<file path="src/rtl/cipher_apb_pkg.sv">
// Shared definitions for the APB cipher queue controller: register addresses,
// CTRL/STATUS bit positions and the sequencer state type.
package cipher_apb_pkg;

    localparam int unsigned ADDR_CTRL   = 32'h00;
    localparam int unsigned ADDR_STATUS = 32'h04;
    localparam int unsigned ADDR_DIN    = 32'h08;
    localparam int unsigned ADDR_DOUT   = 32'h0C;
    localparam int unsigned ADDR_START  = 32'h10;
    localparam int unsigned ADDR_IRQ    = 32'h14;

    localparam int unsigned CTRL_EN    = 0;
    localparam int unsigned CTRL_AUTO  = 1;
    localparam int unsigned CTRL_FLUSH = 2;

    localparam int unsigned STAT_BUSY      = 16;
    localparam int unsigned STAT_ABORT     = 17;
    localparam int unsigned STAT_CORE_BUSY = 18;

    typedef enum logic [1:0] {
        SEQ_IDLE,
        SEQ_REQ,
        SEQ_WAIT,
        SEQ_ACK
    } seq_state_t;

endpackage

</file>
<file path="src/rtl/cipher_blk_fifo.sv">
// Synchronous block FIFO with flush; a push into a full FIFO is taken only
// when a pop happens in the same cycle.
module cipher_blk_fifo #(
    parameter int unsigned WIDTH = 128,
    parameter int unsigned DEPTH = 4
) (
    input  logic                         clk,
    input  logic                         rstn,
    input  logic                         push,
    input  logic                         pop,
    input  logic                         flush,
    input  logic [WIDTH-1:0]             din,
    output logic [WIDTH-1:0]             dout,
    output logic                         full,
    output logic                         empty,
    output logic [$clog2(DEPTH+1)-1:0]   count
);

    localparam int unsigned CW = $clog2(DEPTH + 1);
    localparam int unsigned PW = $clog2(DEPTH);

    logic [WIDTH-1:0] mem [DEPTH];
    logic [PW-1:0]    wr_ptr, rd_ptr;
    logic [CW-1:0]    cnt;
    logic             do_push, do_pop;

    function automatic logic [PW-1:0] bump(input logic [PW-1:0] p);
        return (p == PW'(DEPTH - 1)) ? '0 : p + 1'b1;
    endfunction

    assign full    = (cnt == CW'(DEPTH));
    assign empty   = (cnt == '0);
    assign do_pop  = pop && !empty;
    assign do_push = push && (!full || do_pop);
    assign dout    = mem[rd_ptr];
    assign count   = cnt;

    always_ff @(posedge clk) begin
        if (!rstn) begin
            wr_ptr <= '0;
            rd_ptr <= '0;
            cnt    <= '0;
            for (int unsigned i = 0; i < DEPTH; i++) begin
                mem[i] <= '0;
            end
        end else if (flush) begin
            wr_ptr <= '0;
            rd_ptr <= '0;
            cnt    <= '0;
        end else begin
            if (do_push) begin
                mem[wr_ptr] <= din;
                wr_ptr      <= bump(wr_ptr);
            end
            if (do_pop) begin
                rd_ptr <= bump(rd_ptr);
            end
            if (do_push && !do_pop) begin
                cnt <= cnt + 1'b1;
            end else if (do_pop && !do_push) begin
                cnt <= cnt - 1'b1;
            end
        end
    end

endmodule

</file>
<file path="src/rtl/apb_cipher_queue_ctrl.sv">
// APB slave front end for a block-cipher core: input/output block FIFOs plus a
// req/ack sequencer. Define CIPHER_QUEUE_IRQ_EN to add irq_o and IRQ_MASK (0x14).
module apb_cipher_queue_ctrl
    import cipher_apb_pkg::*;
#(
    parameter int unsigned APB_ADDR_WIDTH = 12,
    parameter int unsigned APB_DATA_WIDTH = 32,
    parameter int unsigned BLOCK_W        = 128,
    parameter int unsigned FIFO_DEPTH     = 4
) (
    input  logic                      clk_i,
    input  logic                      rstn_i,
    input  logic [APB_ADDR_WIDTH-1:0] apb_paddr_i,
    input  logic [APB_DATA_WIDTH-1:0] apb_pwdata_i,
    input  logic                      apb_pwrite_i,
    input  logic                      apb_psel_i,
    input  logic                      apb_penable_i,
    output logic [APB_DATA_WIDTH-1:0] apb_prdata_o,
    output logic                      apb_pready_o,
    output logic                      apb_pslverr_o,
    output logic                      core_rstn_o,
    output logic                      core_req_o,
    output logic                      core_ack_o,
    output logic [BLOCK_W-1:0]        core_data_o,
    input  logic                      core_busy_i,
    input  logic                      core_valid_i,
    input  logic [BLOCK_W-1:0]        core_data_i
`ifdef CIPHER_QUEUE_IRQ_EN
    ,
    output logic                      irq_o
`endif
);

    localparam int unsigned WORDS = BLOCK_W / 32;
    localparam int unsigned CW    = $clog2(FIFO_DEPTH + 1);
    localparam int unsigned IW    = (WORDS > 1) ? $clog2(WORDS) : 1;

    seq_state_t         state, state_next;
    logic               en, auto_mode, flush_q, abort, start_pend, discard;
    logic [BLOCK_W-1:0] hold, din_buf, din_block, in_dout, out_dout;
    logic [IW-1:0]      din_idx, dout_idx;
    logic               din_last, dout_last;
    logic [CW-1:0]      in_count, out_count;
    logic               in_full, in_empty, out_full, out_empty;
    logic               access, err, wr_ok, rd_ok;
    logic               sel_ctrl, sel_status, sel_din, sel_dout, sel_start;
    logic [31:0]        rdata, status_word, out_word;
    logic               launch, abort_set, out_push, din_push, out_pop;

    assign access       = apb_psel_i & apb_penable_i;
    assign apb_pready_o = access;

    assign sel_ctrl   = (apb_paddr_i == APB_ADDR_WIDTH'(ADDR_CTRL));
    assign sel_status = (apb_paddr_i == APB_ADDR_WIDTH'(ADDR_STATUS));
    assign sel_din    = (apb_paddr_i == APB_ADDR_WIDTH'(ADDR_DIN));
    assign sel_dout   = (apb_paddr_i == APB_ADDR_WIDTH'(ADDR_DOUT));
    assign sel_start  = (apb_paddr_i == APB_ADDR_WIDTH'(ADDR_START));

    assign din_last  = (din_idx == IW'(WORDS - 1));
    assign dout_last = (dout_idx == IW'(WORDS - 1));
    assign out_word  = out_dout[32*dout_idx +: 32];

    assign status_word = {13'b0, core_busy_i, abort, (state != SEQ_IDLE),
                          8'(out_count), 8'(in_count)};

    // The final DIN word goes straight into the pushed block, not via din_buf.
    always_comb begin
        din_block = din_buf;
        din_block[(WORDS-1)*32 +: 32] = apb_pwdata_i;
    end

`ifdef CIPHER_QUEUE_IRQ_EN
    logic       sel_irq;
    logic [1:0] irq_mask;
    assign sel_irq = (apb_paddr_i == APB_ADDR_WIDTH'(ADDR_IRQ));
`endif

    always_comb begin
        err   = 1'b0;
        rdata = '0;
        if (access) begin
            if (sel_ctrl) begin
                rdata = {29'b0, flush_q, auto_mode, en};
            end else if (sel_status) begin
                if (apb_pwrite_i && !apb_pwdata_i[STAT_ABORT]) begin
                    err = 1'b1;
                end else begin
                    rdata = status_word;
                end
            end else if (sel_din) begin
                err = !apb_pwrite_i || in_full;
            end else if (sel_dout) begin
                if (apb_pwrite_i || out_empty) begin
                    err = 1'b1;
                end else begin
                    rdata = out_word;
                end
            end else if (sel_start) begin
                err = !apb_pwrite_i;
`ifdef CIPHER_QUEUE_IRQ_EN
            end else if (sel_irq) begin
                rdata = {30'b0, irq_mask};
`endif
            end else begin
                err = 1'b1;
            end
        end
    end

    assign apb_prdata_o  = rdata;
    assign apb_pslverr_o = err;

    assign wr_ok    = access && !err && apb_pwrite_i;
    assign rd_ok    = access && !err && !apb_pwrite_i;
    assign din_push = wr_ok && sel_din && din_last;
    assign out_pop  = rd_ok && sel_dout && dout_last;

    cipher_blk_fifo #(.WIDTH(BLOCK_W), .DEPTH(FIFO_DEPTH)) in_fifo (
        .clk   (clk_i),
        .rstn  (rstn_i),
        .push  (din_push),
        .pop   (launch),
        .flush (flush_q),
        .din   (din_block),
        .dout  (in_dout),
        .full  (in_full),
        .empty (in_empty),
        .count (in_count)
    );

    cipher_blk_fifo #(.WIDTH(BLOCK_W), .DEPTH(FIFO_DEPTH)) out_fifo (
        .clk   (clk_i),
        .rstn  (rstn_i),
        .push  (out_push),
        .pop   (out_pop),
        .flush (flush_q),
        .din   (core_data_i),
        .dout  (out_dout),
        .full  (out_full),
        .empty (out_empty),
        .count (out_count)
    );

    // Launch is held off during a flush cycle so nothing is popped from a FIFO being cleared.
    always_comb begin
        state_next = state;
        launch     = 1'b0;
        abort_set  = 1'b0;
        core_req_o = 1'b0;
        core_ack_o = 1'b0;
        out_push   = 1'b0;
        case (state)
            SEQ_IDLE: begin
                if (en && !in_empty && !out_full && (auto_mode || start_pend) && !flush_q) begin
                    launch     = 1'b1;
                    state_next = SEQ_REQ;
                end
            end
            SEQ_REQ: begin
                core_req_o = 1'b1;
                state_next = SEQ_WAIT;
            end
            SEQ_WAIT: begin
                if (core_valid_i) begin
                    state_next = SEQ_ACK;
                end
            end
            SEQ_ACK: begin
                core_ack_o = 1'b1;
                out_push   = en && !discard;
                state_next = SEQ_IDLE;
            end
            default: state_next = SEQ_IDLE;
        endcase
        if (!en && state != SEQ_IDLE) begin
            abort_set  = 1'b1;
            state_next = SEQ_IDLE;
        end
    end

    always_ff @(posedge clk_i) begin
        if (!rstn_i) begin
            state      <= SEQ_IDLE;
            en         <= 1'b0;
            auto_mode  <= 1'b0;
            flush_q    <= 1'b0;
            abort      <= 1'b0;
            start_pend <= 1'b0;
            discard    <= 1'b0;
            hold       <= '0;
            din_buf    <= '0;
            din_idx    <= '0;
            dout_idx   <= '0;
        end else begin
            state   <= state_next;
            flush_q <= 1'b0;
            if (wr_ok && sel_ctrl) begin
                en        <= apb_pwdata_i[CTRL_EN];
                auto_mode <= apb_pwdata_i[CTRL_AUTO];
                flush_q   <= apb_pwdata_i[CTRL_FLUSH];
            end
            if (abort_set) begin
                abort <= 1'b1;
            end else if (wr_ok && sel_status) begin
                abort <= 1'b0;
            end
            if (wr_ok && sel_start && apb_pwdata_i[0]) begin
                start_pend <= 1'b1;
            end else if (launch) begin
                start_pend <= 1'b0;
            end
            if (launch) begin
                hold    <= in_dout;
                discard <= 1'b0;
            end else if (flush_q && state != SEQ_IDLE) begin
                discard <= 1'b1;
            end
            if (flush_q) begin
                din_idx <= '0;
            end else if (wr_ok && sel_din) begin
                din_buf[32*din_idx +: 32] <= apb_pwdata_i;
                din_idx <= din_last ? '0 : din_idx + 1'b1;
            end
            if (flush_q) begin
                dout_idx <= '0;
            end else if (rd_ok && sel_dout) begin
                dout_idx <= dout_last ? '0 : dout_idx + 1'b1;
            end
        end
    end

`ifdef CIPHER_QUEUE_IRQ_EN
    always_ff @(posedge clk_i) begin
        if (!rstn_i) begin
            irq_mask <= '0;
            irq_o    <= 1'b0;
        end else begin
            if (wr_ok && sel_irq) begin
                irq_mask <= apb_pwdata_i[1:0];
            end
            irq_o <= |(irq_mask & {in_empty, !out_empty});
        end
    end
`endif

    assign core_rstn_o = en;
    assign core_data_o = hold;

endmodule
</file>
<file path="config.mk">
export PLATFORM = sky130hd
export DESIGN_NAME = apb_cipher_queue_ctrl
export DESIGN_NICKNAME = d
export VERILOG_FILES = /design/src/rtl/cipher_apb_pkg.sv /design/src/rtl/cipher_blk_fifo.sv /design/src/rtl/apb_cipher_queue_ctrl.sv
export SDC_FILE = /design/constraint.sdc
export NUM_CORES = 2
export LEC_CHECK = 0
export BUFFER_PORTS_ARGS = -buffer_cell sky130_fd_sc_hd__buf_4
export CORE_ASPECT_RATIO = 1.4
export CORE_MARGIN = 10
export CORE_UTILIZATION = 61
export CTS_CLUSTER_SIZE = 30
export DETAILED_ROUTE_END_ITERATION = 6
export PLACE_DENSITY = 0.79
export SYNTH_ARGS = -nofsm -noshare
export SYNTH_HDL_FRONTEND = slang
export SYNTH_SLANG_ARGS = --single-unit
</file>
<file path="constraint.sdc">
create_clock -name clk_i -period 15.8 [get_ports clk_i]
set_clock_uncertainty 0.1 [all_clocks]
set_input_delay 0.79 -clock clk_i [delete_from_list [all_inputs] [get_ports clk_i]]
set_output_delay 0.79 -clock clk_i [all_outputs]
set_load 0.02 [all_outputs]
</file>
==> reports/qor.json <==
{
  "final_util_pct": 69.43,
  "critPathLaunchType": "register",
  "clock_tree_from_tritoncts": "yes",
  "worst_slack_ns": 10.26,
  "cp.required_ns": 14.91,
  "rsz_0062_raised_after_global_routing": "no",
  "min_path_type": "in2reg",
  "gate_count_of_the_mapped_netlist": 3988,
  "power.static_leakage_nw": 21.38,
  "io_buffer_count": 343,
  "dr.pass1.iters": 6,
  "p_switching_mw": 1.436,
  "dr.first_iter.drc_count": 4027,
  "critPathMaxStageDelay_ns": 0.79,
  "max_clock_freq_mhz": 180.5,
  "synth-adder-area-share_pct": 0.4437,
  "combinational_power_share_pct": 3.6,
  "run_status": "completed",
  "buffer_type_at_the_clock_tree_root": "sky130_fd_sc_hd__clkbuf_16",
  "irDropWorstVdd_mv": 0.1236,
  "commonest_cells_after_routing_fill_and_taps_aside": "1024 x sky130_fd_sc_hd__edfxtp_1, 531 x sky130_fd_sc_hd__nor2_1, 405 x sky130_fd_sc_hd__nand2_1, 405 x sky130_fd_sc_hd__buf_4, 256 x sky130_fd_sc_hd__mux4_2",
  "total_wire_length_after_detailed_routing_mm": 143.8,
  "finalNetCount": 4376,
  "initial_antenna_violation_count": 2,
  "dp_worst_setup_slack_ns": 9.991,
  "timing.critical_path.mode_cell": "sky130_fd_sc_hd__buf_4",
  "biggest_area_contributors_in_the_synthesized_netlist": "sky130_fd_sc_hd__edfxtp_1 57%, sky130_fd_sc_hd__mux4_2 11%, sky130_fd_sc_hd__dfxtp_1 9.3%",
  "num_io_pins": 344,
  "fin_tns_setup_ns": 0,
  "die_area_um2": 101300,
  "most_common_cell_after_layout_fill_and_taps_aside": "sky130_fd_sc_hd__edfxtp_1",
  "powerDensity_nw_per_um2": 110.7,
  "grt_start_max_net_pins": 129,
  "post_synthesis_cell_area_um2": 54150,
  "vias_in_the_first_global_route": 34898,
  "synth-seq-area-share_pct": 66.11,
  "track_usage_pct": 28.20,
  "synth.area.mux_share_pct": 10.74,
  "yosys_register_bits": 1276,
  "gr-total-overflow": 0,
  "path_delay_family": "buffers and inverters",
  "total_power_mw": 6.788,
  "main_combinational_cell_family_by_area_after_synthesis": "simple AND/OR/NAND/NOR gates",
  "route.vias.total": 34515,
  "synth-warning-count": 0,
  "place_hpwl_mm": 84.05,
  "clkLatencyLatePin_ns": 0.72,
  "fp.dieW_um": 271.8,
  "drive_above_1_share_pct": 20.47,
  "avgRoutedWirePerCell_um": 26.36,
  "area_grow_syn2layout_pct": 13.22,
  "drv_slew": 0,
  "max_cap_viols": 0,
  "worst-slew-pin-transition_ns": 1.265,
  "postCtsHoldBufs": 0,
  "route.detailed.drc": 0,
  "critical_path.cell_chain": "buf_4 -> buf_4 -> mux4_2 -> a22oi_1 -> a21oi_1 -> buf_4",
  "clock_period_minus_worst_slack_ns": 5.540,
  "finalSetupViolCount": 0,
  "final_hold_vio_count": 0,
  "htreeDepth": 3,
  "async_flop_share_pct": 0,
  "critical_path.max_fanout": 41,
  "cts.sinks": 1276,
  "yosysTopAreaCellShare_pct": 56.79,
  "slew-limit-headroom_pct": 15.00,
  "grt_pass1_wl_mm": 216.3,
  "cts_inserted_buffers": 115,
  "endpoint_kind": "output pin",
  "vias_per_cell": 6.327,
  "detail-route-antenna-nets": 0,
  "internal_pwr_total_mw": 5.352,
  "synth-simple-area-share_pct": 14.38,
  "worstSetupPathType": "reg2out",
  "net_count_after_synthesis": 4185,
  "syn_avg_cell_area_um2": 13.58,
  "worst-endpoint-arrival_ns": 4.65,
  "netlist.top_cell.by_area": "sky130_fd_sc_hd__edfxtp_1",
  "clk_path_buf_depth": 3,
  "crit_buf_inv": 3,
  "seq_power_share_pct": 55.8,
  "ys_types": 55,
  "path_clk_slew_ns": 0.07,
  "clock_power_share_pct": 40.6,
  "synth_compound_area_share_pct": 5.728,
  "fin_crit_sh_pct": 35.06,
  "switching_share_pct": 21.16,
  "floorplan.die.height_um": 372.5,
  "parity_gate_share_of_the_synthesized_area_counting_xor_and_xnor_cells_pct": 0.06470,
  "critical_path.slowest_cell": "sky130_fd_sc_hd__a22oi_1",
  "post_cts_resize_count": 0,
  "synth_edf_count": 1024,
  "gp_congestion": 0.9071,
  "std_cell_rows": 129,
  "coreArea_um2": 88290,
  "synth_ff_type": "sky130_fd_sc_hd__edfxtp_1",
  "postCtsSetupRepairBufs": 0,
  "floorplan.initialDensity_pct": 61.33
}
## flip-flops by register name, summed over array words and instances, names as in the netlist, 2 cells and up, named ones only
name and flops:
core_data_o 128, din_buf 96, din_idx 2, dout_idx 2
in_fifo.count 3, in_fifo.mem 512, in_fifo.rd_ptr 2, in_fifo.wr_ptr 2
out_fifo.count 3, out_fifo.mem 512, out_fifo.rd_ptr 2, out_fifo.wr_ptr 2
state 2
## cell type report
type / count / area [µm²]
Sequential cell: 1276 / 35810
Clock buffer: 156 / 3206
Clock inverter: 57 / 501.7
Tap cell: 1179 / 1475
Inverter: 13 / 51.30
Antenna cell: 1 / 2.502
Fill cell: 5892 / 26990
Timing Repair Buffer: 409 / 3115
Multi-Input combinational cell: 2364 / 17140
## per-stage QoR
stage               cell area (µm²)  std cells  hold WS, ns
CTS                           61300       5454       0.2640
floorplan                     54150       3988       0.3589
finish                        61300       5455       0.2815
global route                  61300       5455       0.2988
detailed placement            57590       5241       0.3580
global placement              57590       5241       0.3508
## path summary, 6_finish.rpt
kind / startpoint / end / slack, ns / cells after the start
min: apb_paddr_i[2] / abort$_SDFFE_PN0P_ / 0.28 / 2
max: register / apb_prdata_o[11] / 10.26 / 6
max reg2reg: out_fifo.count[0]$_SDFFE_PP0P_ / out_fifo.mem[0][45]$_SDFFCE_PN0P_ / 11.02 / 9
min reg2reg: core_data_o[81]$_SDFFE_PN0P_ / core_data_o[81]$_SDFFE_PN0P_ / 0.36 / 2
## cells in the mapped netlist (4+ instances only)
master / count
sky130_fd_sc_hd__a21boi_0: 128
sky130_fd_sc_hd__a21oi_1: 37
sky130_fd_sc_hd__a221oi_1: 9
sky130_fd_sc_hd__a22o_1: 9
sky130_fd_sc_hd__a22oi_1: 47
sky130_fd_sc_hd__a32oi_1: 4
sky130_fd_sc_hd__and2_1: 257
sky130_fd_sc_hd__and3_1: 255
sky130_fd_sc_hd__buf_1: 28
sky130_fd_sc_hd__buf_6: 6
sky130_fd_sc_hd__clkbuf_1: 288
sky130_fd_sc_hd__clkbuf_2: 7
sky130_fd_sc_hd__dfxtp_1: 252
sky130_fd_sc_hd__edfxtp_1: 1024
sky130_fd_sc_hd__ha_1: 16
sky130_fd_sc_hd__inv_1: 12
sky130_fd_sc_hd__mux2i_1: 5
sky130_fd_sc_hd__mux4_2: 256
sky130_fd_sc_hd__nand2_1: 405
sky130_fd_sc_hd__nand2b_1: 8
sky130_fd_sc_hd__nand3_1: 109
sky130_fd_sc_hd__nand4b_1: 4
sky130_fd_sc_hd__nor2_1: 532
sky130_fd_sc_hd__nor2b_1: 7
sky130_fd_sc_hd__nor3_1: 8
sky130_fd_sc_hd__nor3b_1: 7
sky130_fd_sc_hd__o211ai_1: 96
sky130_fd_sc_hd__o21ai_0: 115
sky130_fd_sc_hd__or3_1: 7
sky130_fd_sc_hd__or4_1: 5
sky130_fd_sc_hd__xor2_1: 4
## metal layers
layer | routed length, µm | vias to the layer above | GRT usage (%)
met5 | 13 | - | 0
met4 | 9158 | 2 | 16.82
met3 | 14660 | 289 | 6.010
met2 | 70200 | 2025 | 46.13
met1 | 49730 | 17107 | 34.46
li1 | - | 15092 | -
## cell families (layout without fill, tap and decap cells)
| family | after synthesis | in the layout |
|---|---|---|
| fa+ha+maj | 18 | 18 |
| xor+xnor | 4 | 4 |
| simple gates | 1624 | 1624 |
| buf+inv | 348 | 635 |
| flops | 1276 | 1276 |
| compound gates | 457 | 457 |
| mux | 261 | 261 |
| other cells | 0 | 1 |
## power by group through the flow
stage | sequential, mW | combinational (mW) | clock [mW]
4_1_cts | 3.79 | 0.246 | 2.77
3_3_place_gp | 3.85 | 0.243 | 0
6_report | 3.79 | 0.247 | 2.75
2_1_floorplan | 3.88 | 0.129 | 0
3_5_place_dp | 3.86 | 0.245 | 0
5_1_grt | 3.80 | 0.259 | 2.90
## worst reg2reg max path, delay by kind of cell, from the launching register on
kind | cells | cell delay [ns]
compound gates | 2 | 0.36
flops | 1 | 0.44
simple gates | 3 | 1.13
buf+inv | 4 | 2.27
Note: power is estimated with default switching activity, not from simulation.
